[src/rtl/lsu_pkg.sv]
// lsu_pkg: shared types and constants for the load/store unit.
//   state_e     : controller FSM states
//   mem_size_e  : access size encoding from the EX stage (11 behaves as WORD)
//   LANES/LANE_W: byte-lane geometry of the 32-bit data bus
//   is_misaligned(): true when an access crosses its natural boundary
package lsu_pkg;

  localparam int LANES  = 4;
  localparam int LANE_W = 8;
  localparam int DATA_W = LANES * LANE_W;

  typedef enum logic [1:0] {
    IDLE    = 2'b00,
    ACCESS  = 2'b01,
    ACCESS2 = 2'b10,
    RESP    = 2'b11
  } state_e;

  typedef enum logic [1:0] {
    BYTE = 2'b00,
    HALF = 2'b01,
    WORD = 2'b10
  } mem_size_e;

  // Half at offset 3 spills into the next word; any non-zero word offset does.
  function automatic logic is_misaligned(input logic [1:0] size, input logic [1:0] off);
    case (mem_size_e'(size))
      BYTE:    return 1'b0;
      HALF:    return off == 2'b11;
      default: return off != 2'b00;
    endcase
  endfunction

endpackage

[src/rtl/lsu_align.sv]
// lsu_align: combinational byte-lane steering for the LSU.
//   size/zext/offset : latched access attributes
//   wdata            : right-aligned store data
//   rdata_lo/hi      : first and second bus words (hi only matters on a split)
//   be               : 8-bit enable over two consecutive words ([3:0] first)
//   wdata_sh         : store data shifted across the same two-word window
//   rdata            : load result shifted down and sign/zero extended
module lsu_align
  import lsu_pkg::*;
(
  input  logic [1:0]          size,
  input  logic                zext,
  input  logic [1:0]          offset,
  input  logic [DATA_W-1:0]   wdata,
  input  logic [DATA_W-1:0]   rdata_lo,
  input  logic [DATA_W-1:0]   rdata_hi,
  output logic [2*LANES-1:0]  be,
  output logic [2*DATA_W-1:0] wdata_sh,
  output logic [DATA_W-1:0]   rdata
);

  logic [LANES-1:0]  mask;
  logic [4:0]        sh;
  logic [DATA_W-1:0] raw;

  assign sh = {offset, 3'b000};

  always_comb begin
    mask = 4'b1111;
    case (mem_size_e'(size))
      BYTE:    mask = 4'b0001;
      HALF:    mask = 4'b0011;
      default: mask = 4'b1111;
    endcase
    // Working over a two-word window lets split accesses fall out of the
    // same shift: the upper half is simply the second bus beat.
    be       = {4'b0000, mask} << offset;
    wdata_sh = {32'b0, wdata} << sh;
    raw      = 32'({rdata_hi, rdata_lo} >> sh);

    rdata = raw;
    case (mem_size_e'(size))
      BYTE:    rdata = zext ? {24'b0, raw[7:0]}  : {{24{raw[7]}}, raw[7:0]};
      HALF:    rdata = zext ? {16'b0, raw[15:0]} : {{16{raw[15]}}, raw[15:0]};
      default: rdata = raw;
    endcase
  end

endmodule

[src/rtl/lsu_ctrl.sv]
// lsu_ctrl: load/store controller between the EX stage and a word memory bus.
//   req_*      : request from EX, held until done
//   stall      : pipeline hold, req_valid && !done
//   done/rdata/misalign : one-cycle completion with load data / fault flag
//   bus_*      : single-beat request/accept memory port, word aligned
// Optional feature: define LSU_MISALIGN_SPLIT_EN to split misaligned accesses
// into two word transactions instead of faulting.
module lsu_ctrl
  import lsu_pkg::*;
#(
  parameter int ADDR_W = 32
) (
  input  logic              clk,
  input  logic              rst,
  input  logic              req_valid,
  input  logic              req_write,
  input  logic [1:0]        req_size,
  input  logic              req_unsigned,
  input  logic [ADDR_W-1:0] req_addr,
  input  logic [31:0]       req_wdata,
  output logic              stall,
  output logic              done,
  output logic [31:0]       rdata,
  output logic              misalign,
  output logic              bus_valid,
  input  logic              bus_ready,
  output logic              bus_we,
  output logic [ADDR_W-1:0] bus_addr,
  output logic [3:0]        bus_be,
  output logic [31:0]       bus_wdata,
  input  logic [31:0]       bus_rdata
);

`ifdef LSU_MISALIGN_SPLIT_EN
  localparam bit SPLIT_EN = 1'b1;
`else
  localparam bit SPLIT_EN = 1'b0;
`endif

  state_e            state, state_n;
  logic [1:0]        size_q;
  logic              zext_q, we_q, mis_q;
  logic [ADDR_W-1:0] addr_q;
  logic [31:0]       wdata_q, rdata_q, lo_q;
  logic              accept, fault, cap_lo, cap;
  logic              split, second;
  logic [ADDR_W-1:0] base;
  logic [7:0]        be8;
  logic [63:0]       wsh;
  logic [31:0]       ld_data;

  assign split  = SPLIT_EN && is_misaligned(size_q, addr_q[1:0]);
  assign second = (state == ACCESS2);
  assign base   = {addr_q[ADDR_W-1:2], 2'b00};

  lsu_align u_align (
    .size     (size_q),
    .zext     (zext_q),
    .offset   (addr_q[1:0]),
    .wdata    (wdata_q),
    .rdata_lo (second ? lo_q : bus_rdata),
    .rdata_hi (bus_rdata),
    .be       (be8),
    .wdata_sh (wsh),
    .rdata    (ld_data)
  );

  always_comb begin
    state_n = state;
    accept  = 1'b0;
    fault   = 1'b0;
    cap_lo  = 1'b0;
    cap     = 1'b0;
    case (state)
      IDLE: if (req_valid) begin
        accept = 1'b1;
        if (!SPLIT_EN && is_misaligned(req_size, req_addr[1:0])) begin
          fault   = 1'b1;
          state_n = RESP;
        end else begin
          state_n = ACCESS;
        end
      end
      ACCESS: if (bus_ready) begin
        if (split) begin
          cap_lo  = 1'b1;
          state_n = ACCESS2;
        end else begin
          cap     = 1'b1;
          state_n = RESP;
        end
      end
      ACCESS2: if (bus_ready) begin
        cap     = 1'b1;
        state_n = RESP;
      end
      default: state_n = IDLE;
    endcase
  end

  always_ff @(posedge clk or posedge rst) begin
    if (rst) begin
      state   <= IDLE;
      size_q  <= '0;
      zext_q  <= 1'b0;
      we_q    <= 1'b0;
      mis_q   <= 1'b0;
      addr_q  <= '0;
      wdata_q <= '0;
      rdata_q <= '0;
      lo_q    <= '0;
    end else begin
      state <= state_n;
      if (accept) begin
        size_q  <= req_size;
        zext_q  <= req_unsigned;
        addr_q  <= req_addr;
        wdata_q <= req_wdata;
        we_q    <= req_write;
        mis_q   <= fault;
        rdata_q <= '0;
      end
      if (cap_lo) lo_q <= bus_rdata;
      if (cap && !we_q) rdata_q <= ld_data;
    end
  end

  // Bus fields are derived from latched state, so they cannot move while
  // waiting for bus_ready; they read as zero outside an access.
  assign bus_valid = (state == ACCESS) || second;
  assign bus_we    = bus_valid && we_q;
  assign bus_addr  = !bus_valid ? '0 : (second ? base + ADDR_W'(4) : base);
  assign bus_be    = !bus_valid ? '0 : (second ? be8[7:4] : be8[3:0]);
  assign bus_wdata = !bus_valid ? '0 : (second ? wsh[63:32] : wsh[31:0]);

  assign done     = (state == RESP);
  assign rdata    = rdata_q;
  assign misalign = mis_q;
  assign stall    = req_valid && !done;

endmodule

[config.mk]
export PLATFORM = sky130hd
export DESIGN_NAME = lsu_ctrl
export DESIGN_NICKNAME = d
export VERILOG_FILES = /design/src/rtl/lsu_pkg.sv /design/src/rtl/lsu_align.sv /design/src/rtl/lsu_ctrl.sv
export SDC_FILE = /design/constraint.sdc
export NUM_CORES = 1
export LEC_CHECK = 0
export CORE_MARGIN = 1
export CORE_UTILIZATION = 27
export DETAILED_ROUTE_END_ITERATION = 6
export PLACE_DENSITY = 0.59
export REMOVE_ABC_BUFFERS = 1
export SLEW_MARGIN = 20
export SYNTH_ARGS = -nofsm -noshare
export SYNTH_HDL_FRONTEND = slang
export SYNTH_SLANG_ARGS = --single-unit
[constraint.sdc]
create_clock -name clk -period 3.82 [get_ports clk]
set_input_delay 0.764 -clock clk [delete_from_list [all_inputs] [get_ports clk]]
set_output_delay 0.764 -clock clk [all_outputs]
set_load 0.02 [all_outputs]
# == After elaboration in Yosys (flattened, before gate mapping) ==
# Cells that the tools add are included.
# totals
register_bits,103
wordCells,60
out_inout_bits,105
input_bits,104
# op_classes
addsub,1
n_eq_ne,8
shift,3
n_reduce_logical,13
mux,27
# ops
op,count
$mux 32,9
$pmux 32 s2,1
$shl 32x5->64,1
$shr 64x5->32,1
$add 32x3->32 const B,1
$mux 1,9
$mux 4,2
$pmux 4 s2,1
$shl 4x2->8,1
$eq 2x1->1 const B,3
$eq 2x2->1 const B,3
$logic_not 2->1,3
$mux 2,3
$pmux 2 s2,1
$reduce_bool 2->1,2
$logic_and 1x1->1,3
$logic_not 1->1,2
$ne 2x1->1 const B,1
$ne 2x2->1 const B,1
$pmux 1 s2,1
$reduce_and 2->1,1
$reduce_or 2->1,1
$logic_or 1x1->1,1

# == Logic depth before layout (Yosys ltp) ==
# Gate-level depths: netlist (run 1).
# logic_depth
depth_word,7
depth_mapped,8
mapped_depth_nobuf,6

# == Modules after synthesis ==
# Synthesis (run 1) repeated with hierarchy kept, for this count alone.
# unflattened
cells_unflattened,804
area_unflattened_um2,7598.5
# modules_own_cells
mod,cells_each,instances,area_each_um2,seq_area_each_um2
lsu_ctrl,562,1,5560.3,2577.5
lsu_align,242,1,2038.2,0.0

# == Worst setup path after synthesis (run 1) ==
# OpenSTA, ideal clock, no wires.
# synth_path
kind,reg2out
start,register state[0]
end,output port bus_addr[17]
path_buffers,1
path_slack_ns,0.775
stages_incl_launch_ff,7
arrival_ns,2.281
t_required_ns,3.056
cell_sequence,dfrtp_1 > inv_1 > ha_1 > buf_2 > nand3_1 > or3_2 > o41ai_1
# synth_via
elab_chain_cells,3
elab_cells_between_ends,5
classes_between,eq/ne: 2; mux: 2; reduce/logical: 1
# synth_rtl
element,line,source
"start, declared",lsu_ctrl.sv:40,"state_e state, state_n;"
"start signal, assigned",lsu_ctrl.sv:113,state <= state_n;
$eq 2x2->1 or $eq 2x1->1 (tied branches),"lsu_ctrl.sv:53, lsu_ctrl.sv:130",
$mux 32 or $logic_or 1x1->1 (tied branches),"lsu_ctrl.sv:132, lsu_ctrl.sv:130",
$mux 32 (*),lsu_ctrl.sv:132,assign bus_addr = !bus_valid ? '0 : (second ? base + ADDR_W'(4) : base);
"end, declared",lsu_ctrl.sv:28,"output logic [ADDR_W-1:0] bus_addr,"
# Every way passes the cells marked *; elsewhere a longest branch is shown, timed or not.

# == Worst setup path in the final report (run 1) ==
# layout_path
start,register addr_q[4]
end,output port bus_addr[30]
# layout_via
elab_chain_cells,3
# layout_rtl
element,line,source
"start, declared",lsu_ctrl.sv:43,logic [ADDR_W-1:0] addr_q;
"start signal, assigned",lsu_ctrl.sv:117,addr_q <= req_addr;
$add 32x3->32,lsu_ctrl.sv:132,
$mux 32 (2 in series),lsu_ctrl.sv:132,
# No other way between the ends.

==> results of run 1 <==
## tightest hold or removal path: stages, from the launching register on
cell     delay, ns
dfrtp_1       0.34
nand2_1       0.05
o21ai_0       0.06
## kinds of logic (layout without fill, tap and decap cells)
kind of cell | Yosys count | in the layout | share of synthesized area
DFF | 103 | 103 | 0.3949
other | 1 | 2 | 0.0005745
muxes | 117 | 117 | 0.1967
buffers and inverters | 68 | 257 | 0.04294
xor gates and xnor gates | 12 | 12 | 0.01610
adders and majority gates | 5 | 5 | 0.009584
and+or+nand+nor | 188 | 189 | 0.1472
AOI/OAI and AO/OA | 183 | 183 | 0.1921
## routing by layer
metal / wire (microns) / global-route usage
met1: 10430 / 0.2406
met2: 10410 / 0.2967
met3: 1335 / 0.03579
met4: 500 / 0.05779
met5: 0 / 0
## sequential cells by signal (all words and copies together), names as in the netlist
| signal | cells |
|---|---|
| wdata_q | 32 |
| rdata | 32 |
| size_q | 2 |
| state | 2 |
| zext_q | 1 |
| misalign | 1 |
| we_q | 1 |
| addr_q | 32 |
## how the worst max path moves through the flow
| stage | from | endpoint | slack, ns | cells past startpoint |
|---|---|---|---|---|
| floorplan | addr_q[0] | bus_wdata[16] | -0.15 | 4 |
| global placement | state[0] | bus_addr[29] | 0.37 | 8 |
| detailed placement | state[0] | bus_addr[29] | 0.34 | 8 |
| CTS | addr_q[4] | bus_addr[26] | 0.05 | 5 |
| global route | addr_q[3] | bus_addr[30] | 0.01 | 6 |
| finish | addr_q[4] | bus_addr[30] | 0.12 | 5 |
## what timing repair did
action / 4_1_cts / 5_1_grt
endpoints found under the hold margin: 0 / 0
endpoints found under the setup margin: 6 / 10
gates cloned: 0 / 1
resized for setup: 1 / 11
## layout by cell type, fill, tap and decap left out, drive strengths merged, types with 3 or more instances in the layout
cell and instances:
a211oi 17, a21o 9, a21oi 47, a221oi 10
a22o 13, a22oi 15, a311oi 8, a31oi 3
buf 24, bufinv 3, clkbuf 9, clkdlybuf4s50 200
dfrtp 103, dlymetal6s2s 6, ha 5, inv 14
mux2 90, mux2i 27, nand2 34, nand3 26
nand4 10, nor2 60, nor2b 5, nor3 15
nor4 5, o21ai 23, o22a 8, o22ai 9
o31ai 6, o41ai 8, or3 11, or4 10
xnor2 9, xor2 3
## where the power goes
group	internal [W]	switching, W	total (W)	leakage (nW)
registers	0.00166	0.000664	0.00232	1.22
clock network	0.000643	0.000444	0.00109	0.163
logic	0.00267	0.00303	0.00570	2.32
## final cells by class
type / instances / area, sq um
Fill cell: 2394 / 14230
Multi-Input combinational cell: 508 / 3719
Sequential cell: 103 / 2584
Timing Repair Buffer: 230 / 2295
Tap cell: 319 / 399.1
Clock buffer: 9 / 225.2
Clock inverter: 6 / 115.1
Inverter: 12 / 47.55
## metrics by stage
step / util / power (W) / TNS (ns) / area [sq um]
floorplan: - / 0.005525 / -0.9216 / 6296
global placement: 0.3809 / 0.007988 / 0 / 8995
detailed placement: 0.3809 / 0.008028 / 0 / 8995
CTS: 0.3958 / 0.009171 / 0 / 9345
global route: 0.3974 / 0.009718 / 0 / 9384
finish: 0.3974 / 0.009111 / 0 / 9384
==> results.md, run 1 <==
- Non-Filler Instances: 1187
- Bufs and invs on worst path: 1
- Worst Clk Skew: 0.008356 ns
- Post-synth top area cell: dfrtp_1
- Area Growth Syn to Fin: 43.76%
- Detailed Place HPWL: 15840 microns
- Synthesized flop and latch total: 103
- Nets: 973
- Clk root buf: clkbuf_16
- Layout cells sized above 1: 0.1694
- CTS tree: built
- Critical Path Max Stage Delay: 0.82 ns
- HP Class: flop to flop
- Vias per std cell: 5.170
- H-tree Lvls: 3
- DP Cell Count: 1171
- Pre-CTS setup slack: 0.3393 ns
- Ant. Diodes: 0
- Synth warnings: 0
- Fin crit share: 0.9679
- CP cell instances: nand4_4 -> or4_2 -> o31a_1 -> o21a_1 -> clkdlybuf4s50_1
- Inserted Clock Buffers: 9
- Router iterations before antenna repair: 4
- Top cells by area, synth: dfrtp_1 39%, mux2_2 16%, mux2i_1 4.1%
- RSZ-0062 raised after global routing: false
- R2r startpoint: state[1]
- CP Class: flop to output pin
- First-pass GRT wire length: 34030 microns
- Num ports: 209
- Initial antenna violation count: 0
- Vias in the first global route: 6014
- Hold Path End: misalign
- Seq/Total Area, Yosys: 0.3949
- All-Layer GR Usage: 0.1819
- CTS Buffer Depth: 2
- Via count: 6137
- Crit path capture type: output pin
- Arr. time, crit path: 2.93 ns
- Die area: 24800 sq um
- Max Cap Viol: 0
- Worst skew pair latency: 0.36 ns
- Antenna viol nets, final: 0
- Post-synth EDFFs: 0
- Total grt overflow: 0
- Clock sink count: 103
- Routed wire length: 22670 microns
- Predominant post-synthesis flop cell: dfrtp_1
- Final setup vio count: 0
- Hold path cells: 2
- Core Footprint: 23610 sq um
- Status: finished, final reports clean
- Site row count: 56
- Fmax: 270.5 MHz
- Syn avg cell area: 9.642 sq um
- Critical Path RT: 3.06 ns
- DRT iter0 DRCs: 416
- Synthesized cell area: 6528 sq um
- Register-to-Register Path Depth: 7
- CP max FO: 9
- Hold Crit Start: misalign
- Die width: 157.5 microns
- Largest net degree at the start of global routing: 52
- Final Hold Vio Count: 0
- Count of hold-fix buffers inserted at cts: 0
- Worst slew margin: 0.4504
- GPL Wtd Cong: 0.8080
- Die Y: 157.5 microns
- Most frequent cell after synthesis: dfrtp_1
- Max IR drop VDD: 0.4783 mV
- I/O Buffers: 206
- Synth top area share: 0.3949
- Least-Margin Pin Slew: 0.8189 ns
- Worst-path cell with the longest stage delay: or4_2
- Pwr/cell area: 971.0 nW/um^2
- WHS: 0.4802 ns
- Clock slew at reported path FFs: 0.07 ns
- Slew Viols, Final: 0
- Starting Density: 0.2764
- CP delay by family, top: simple AND/OR/NAND/NOR gates
- Crit start category: flop
- Ys async rst share: 1.000
- Commonest cells post-synth: 103 x dfrtp_1, 90 x mux2_2, 60 x nor2_1
- P_leak: 3.704 nW
- Netlist cell types: 57
- Post-CTS Setup Inserts: 0
- DRC errors left: 0
- Final worst setup slack: 0.1226 ns
- Final Critical Period: 3.697 ns
- Synthesized instance count: 677
- Reg2reg end: rdata[13]
- Avg WL per Cell: 19.10 microns
- Reg2reg setup slack: 1.13 ns
Note: power is estimated with default switching activity, not from simulation.
==> run 2, diff against run 1 <==
Settings changed: PLACE_DENSITY 0.59 to 0.53, TNS_END_PERCENT set to 50.
==> results.md, run 2 (synthesis results as in run 1) <==
- Crit start category: flop
- Least-Margin Pin Slew: 1.019 ns
- Worst skew pair latency: 0.36 ns
- CP Class: flop to output pin
- Num ports: 209
- CP max FO: 7
- Final Critical Period: 3.636 ns
- Number of fill cells in the layout: 2391
- P_leak: 3.723 nW
- Vias in the first global route: 6106
- Critical Path Start: state[0]
- Die Y: 157.5 microns
- Antenna viol nets, final: 0
- RSZ-0062 raised after global routing: false
- Starting Density: 0.2764
- Worst setup path endpoint: bus_addr[17]
- Total grt overflow: 0
- GPL Wtd Cong: 0.8049
- Via count: 6077
- Arr. time, crit path: 2.87 ns
- Largest net degree at the start of global routing: 48
- Fin crit share: 0.9519
- Most common cell after layout, fill and taps aside: clkdlybuf4s50_1
- Fmax: 275.0 MHz
- Worst Clk Skew: 0.01194 ns
- I/O Buffers: 206
- Pre-CTS setup slack: 0.3674 ns
- Slew Viols, Final: 0
- Routed wire length: 22550 microns
- Site row count: 56
- R2r startpoint: state[1]
- WHS: 0.4806 ns
- DRT iter0 DRCs: 304
- Status: finished, final reports clean
- Die width: 157.5 microns
- Layout cells sized above 1: 0.1753
- Reg2reg setup slack: 0.94 ns
- Area Growth Syn to Fin: 43.70%
- Core Footprint: 23610 sq um
- Final setup vio count: 0
- CTS tree: built
- Total negative setup slack: 0 ns
- Final worst setup slack: 0.1838 ns
- Detailed Place HPWL: 15920 microns
- Router iterations before antenna repair: 4
- Clk root buf: clkbuf_16
- Crit path capture type: output pin
- Inserted Clock Buffers: 9
- Vias per std cell: 5.098
- CTS Buffer Depth: 2
- Critical Path RT: 3.06 ns
- Initial antenna violation count: 0
- Pwr/cell area: 960.7 nW/um^2
- Final Hold Vio Count: 0
- Register-to-Register Path Depth: 7
- Die area: 24800 sq um
- HP Class: flop to flop
- Most frequent cells in the layout: 199 x clkdlybuf4s50_1, 99 x dfrtp_1, 90 x mux2_2
- First-pass GRT wire length: 35070 microns
- Max Cap Viol: 0
- All-Layer GR Usage: 0.1860
- Worst slew margin: 0.3156
- Count of hold-fix buffers inserted at cts: 0
- Max IR drop VDD: 0.5861 mV
- DRC errors left: 0
- Avg WL per Cell: 18.91 microns
- Reg2reg end: rdata[14]
- Ant. Diodes: 0
- Clock sink count: 103
- Clock slew at reported path FFs: 0.08 ns
- H-tree Lvls: 3
- Nets: 977
- Power Total: 0.009012 W
run 2: where the power goes:
group | internal, W | total [W] | switching, W
Sequential | 0.00166 | 0.00234 | 0.000680
Combinational | 0.00268 | 0.00568 | 0.00300
Clock | 0.000538 | 0.000997 | 0.000460
Total | 0.00488 | 0.00901 | 0.00414
run 2: worst min-delay path by stage:
stage	startpoint	endpoint	slack [ns]	cells past startpoint
after global placement	misalign	misalign	0.47	2
after floorplan	addr_q[31]	addr_q[31]	0.49	1
after CTS	misalign	misalign	0.49	2
after detailed placement	misalign	misalign	0.47	2
after global routing	rdata[3]	rdata[3]	0.52	2
final	misalign	misalign	0.48	2
run 2: through the flow:
step / std cells / utilization / cell area, sq um
after global routing: 1192 / 0.3973 / 9380
after global placement: 1173 / 0.3816 / 9010
final: 1192 / 0.3973 / 9380
after detailed placement: 1173 / 0.3816 / 9010
after floorplan: 622 / - / 6296
after CTS: 1189 / 0.3950 / 9326
run 2: critical path, stage by stage, from the launching register on:
cell             delay (ns)
dfrtp_1                0.41
inv_1                  0.10
ha_2                   0.27
nand3_1                0.24
or3_2                  0.48
o41ai_1                0.33
clkdlybuf4s50_1        0.69
run 2: layer usage:
metal | track usage | part of all wire
met1 | 0.2478 | 0.46
met2 | 0.3034 | 0.47
met3 | 0.03800 | 0.061
met4 | 0.05086 | 0.013
met5 | 0 | 0
run 2: repair_timing:
item	in CTS	in global routing
setup buffers	0	3
endpoints found under the setup margin	2	8
gates resized for setup	1	11
run 2: cell type report:
class,count,area (sq um),share of cell area
Clock buffer,10,239.0,0.02548
Clock inverter,6,75.07,0.008003
Inverter,12,47.55,0.005069
Multi-Input combinational cell,507,3700,0.3944
Sequential cell,103,2585,0.2756
Tap cell,319,399.1,0.04255
Timing Repair Buffer,235,2335,0.2489
==> run 3, diff against run 2 <==
Settings changed: PLACE_DENSITY 0.53 to 0.55.
Clock period 3.82 ns to 3.25 ns, I/O delays scaled along.
==> results.md, run 3 (synthesis results as in run 1) <==
- Status: finished, final reports clean
- Total negative setup slack: 0 ns
- All-Layer GR Usage: 0.1796
- Largest net degree at the start of global routing: 47
- Vias in the first global route: 5976
- Met3 WL: 948 microns
- Slew Viols, Final: 0
- Crit path capture type: output pin
- HP Class: flop to flop
- DRT iter0 DRCs: 304
- Least-Margin Pin Slew: 0.8499 ns
- Max IR drop VDD: 0.4474 mV
- Detailed Place HPWL: 15880 microns
- Hold Path End: misalign
- Final worst setup slack: 0.1111 ns
- DRC errors left: 0
- Final Hold Vio Count: 0
- Arr. time, crit path: 2.49 ns
- Site row count: 56
- Clk root buf: clkbuf_16
- Pre-CTS setup slack: 0.03370 ns
- Num ports: 209
- Clock sink count: 103
- P_leak: 4.090 nW
- Worst skew pair latency: 0.35 ns
- Die width: 157.5 microns
- Area occupied by multi-input gates: 3737 sq um
- Met2 routed WL: 10340 microns
- Starting Density: 0.2764
- CTS Buffer Depth: 2
- First-pass GRT wire length: 34010 microns
- Nets: 993
- Most frequent cells in the layout: 154 x clkdlybuf4s50_1, 99 x dfrtp_1, 90 x mux2_2
- Final setup vio count: 0
- Worst-path cell with the longest stage delay: clkdlybuf4s50_1
- Initial antenna violation count: 0
- H-tree Lvls: 3
- CP max FO: 37
- Critical Path Max Stage Delay: 0.62 ns
- Register-to-Register Path Depth: 6
- Routed wire length: 22590 microns
- Non-Filler Instances: 1208
- Worst slew margin: 0.4296
- Max Cap Viol: 0
- Die Y: 157.5 microns
- CP cell instances: inv_1 -> ha_2 -> inv_2 -> buf_6 -> nor2_1 -> clkdlybuf4s50_1
- Inserted Clock Buffers: 9
- GPL Wtd Cong: 0.8142
- CTS tree: built
- Final Critical Period: 3.139 ns
- Crit start category: flop
- Most common cell after layout, fill and taps aside: clkdlybuf4s50_1
- Worst Clk Skew: 0.01093 ns
- DP Cell Count: 1188
- Register area: 2585 sq um
- Layout cells sized above 1: 0.2081
- Reg2reg setup slack: 0.51 ns
- Vias per std cell: 5.100
- Fin crit share: 0.9658
- Clock slew at reported path FFs: 0.07 ns
- Reg2reg end: rdata[19]
- Pwr/cell area: 1096 nW/um^2
- Avg WL per Cell: 18.70 microns
- Router iterations before antenna repair: 5
- RSZ-0062 raised after global routing: true
- Count of hold-fix buffers inserted at cts: 0
- Hold Crit Start: misalign
- Critical Path RT: 2.60 ns
- Core Footprint: 23610 sq um
- Area Growth Syn to Fin: 45.41%
- Antenna viol nets, final: 0
- CP Class: flop to output pin
- Via count: 6161
- Die area: 24800 sq um
- Ant. Diodes: 0
- Number of fill cells in the layout: 2332
- Total grt overflow: 0
- I/O Buffers: 206
- Hold path cells: 2
- Met1 WL: 11000 microns
- R2r startpoint: addr_q[0]
- Uppermost layer routed: met4
- Fmax: 318.6 MHz
-- run 3: what timing repair did --
item                                   CTS  global route
resized for setup                       44            44
buffers inserted                         1             2
pin swaps                                1             1
setup endpoints to repair               60            39
gates cloned                             1             0
endpoints found under the hold margin    0             0
-- run 3: report_power, final --
group | total [W] | internal (W) | switching, W
logic | 0.00667 | 0.00305 | 0.00362
registers | 0.00267 | 0.00195 | 0.000720
clock network | 0.00106 | 0.000531 | 0.000534
-- run 3: critical path, delay by kind of cell, from the launching register on --
| family | cells | cell delay, ns |
|---|---|---|
| buffers and inverters | 4 | 1.08 |
| flip-flops | 1 | 0.43 |
| AND/OR/NAND/NOR | 1 | 0.16 |
| adder cells (fa/ha/maj) | 1 | 0.45 |
-- run 3: metal layers --
| metal | global-route usage | vias to the layer above |
|---|---|---|
| met5 | 0 | - |
| met1 | 0.2546 | 3009 |
| met2 | 0.2836 | 182 |
| met4 | 0.04485 | 0 |
| met3 | 0.02698 | 16 |
| li1 | - | 2954 |
-- run 3: cell type report --
cell class	instances	area share
Clock buffer	9	0.02373
Clock inverter	7	0.005668
Inverter	12	0.005009
Multi-Input combinational cell	507	0.3938
Sequential cell	103	0.2723
Tap cell	319	0.04205
Timing Repair Buffer	251	0.2574
-- run 3: worst max path at each step --
stage	cells after the start	start	slack (ns)	to
floorplan	4	addr_q[0]	-0.61	bus_wdata[16]
global placement	7	state[0]	0.06	bus_addr[27]
detailed placement	7	state[0]	0.03	bus_addr[27]
CTS	5	state[1]	-0.02	bus_wdata[25]
global route	7	addr_q[2]	0.001	bus_addr[30]
finish	6	state[1]	0.11	bus_addr[6]
-- run 3: metrics by stage --
step	hold WS, ns	area (sq um)	utilization	total power [W]
6_report	0.4790	9492	0.4020	0.01041
3_5_place_dp	0.4704	9123	0.3863	0.009568
3_3_place_gp	0.4696	9123	0.3863	0.009522
2_1_floorplan	0.4943	6296	-	0.006495
5_1_grt	0.5007	9492	0.4020	0.01112
4_1_cts	0.4864	9429	0.3993	0.01054
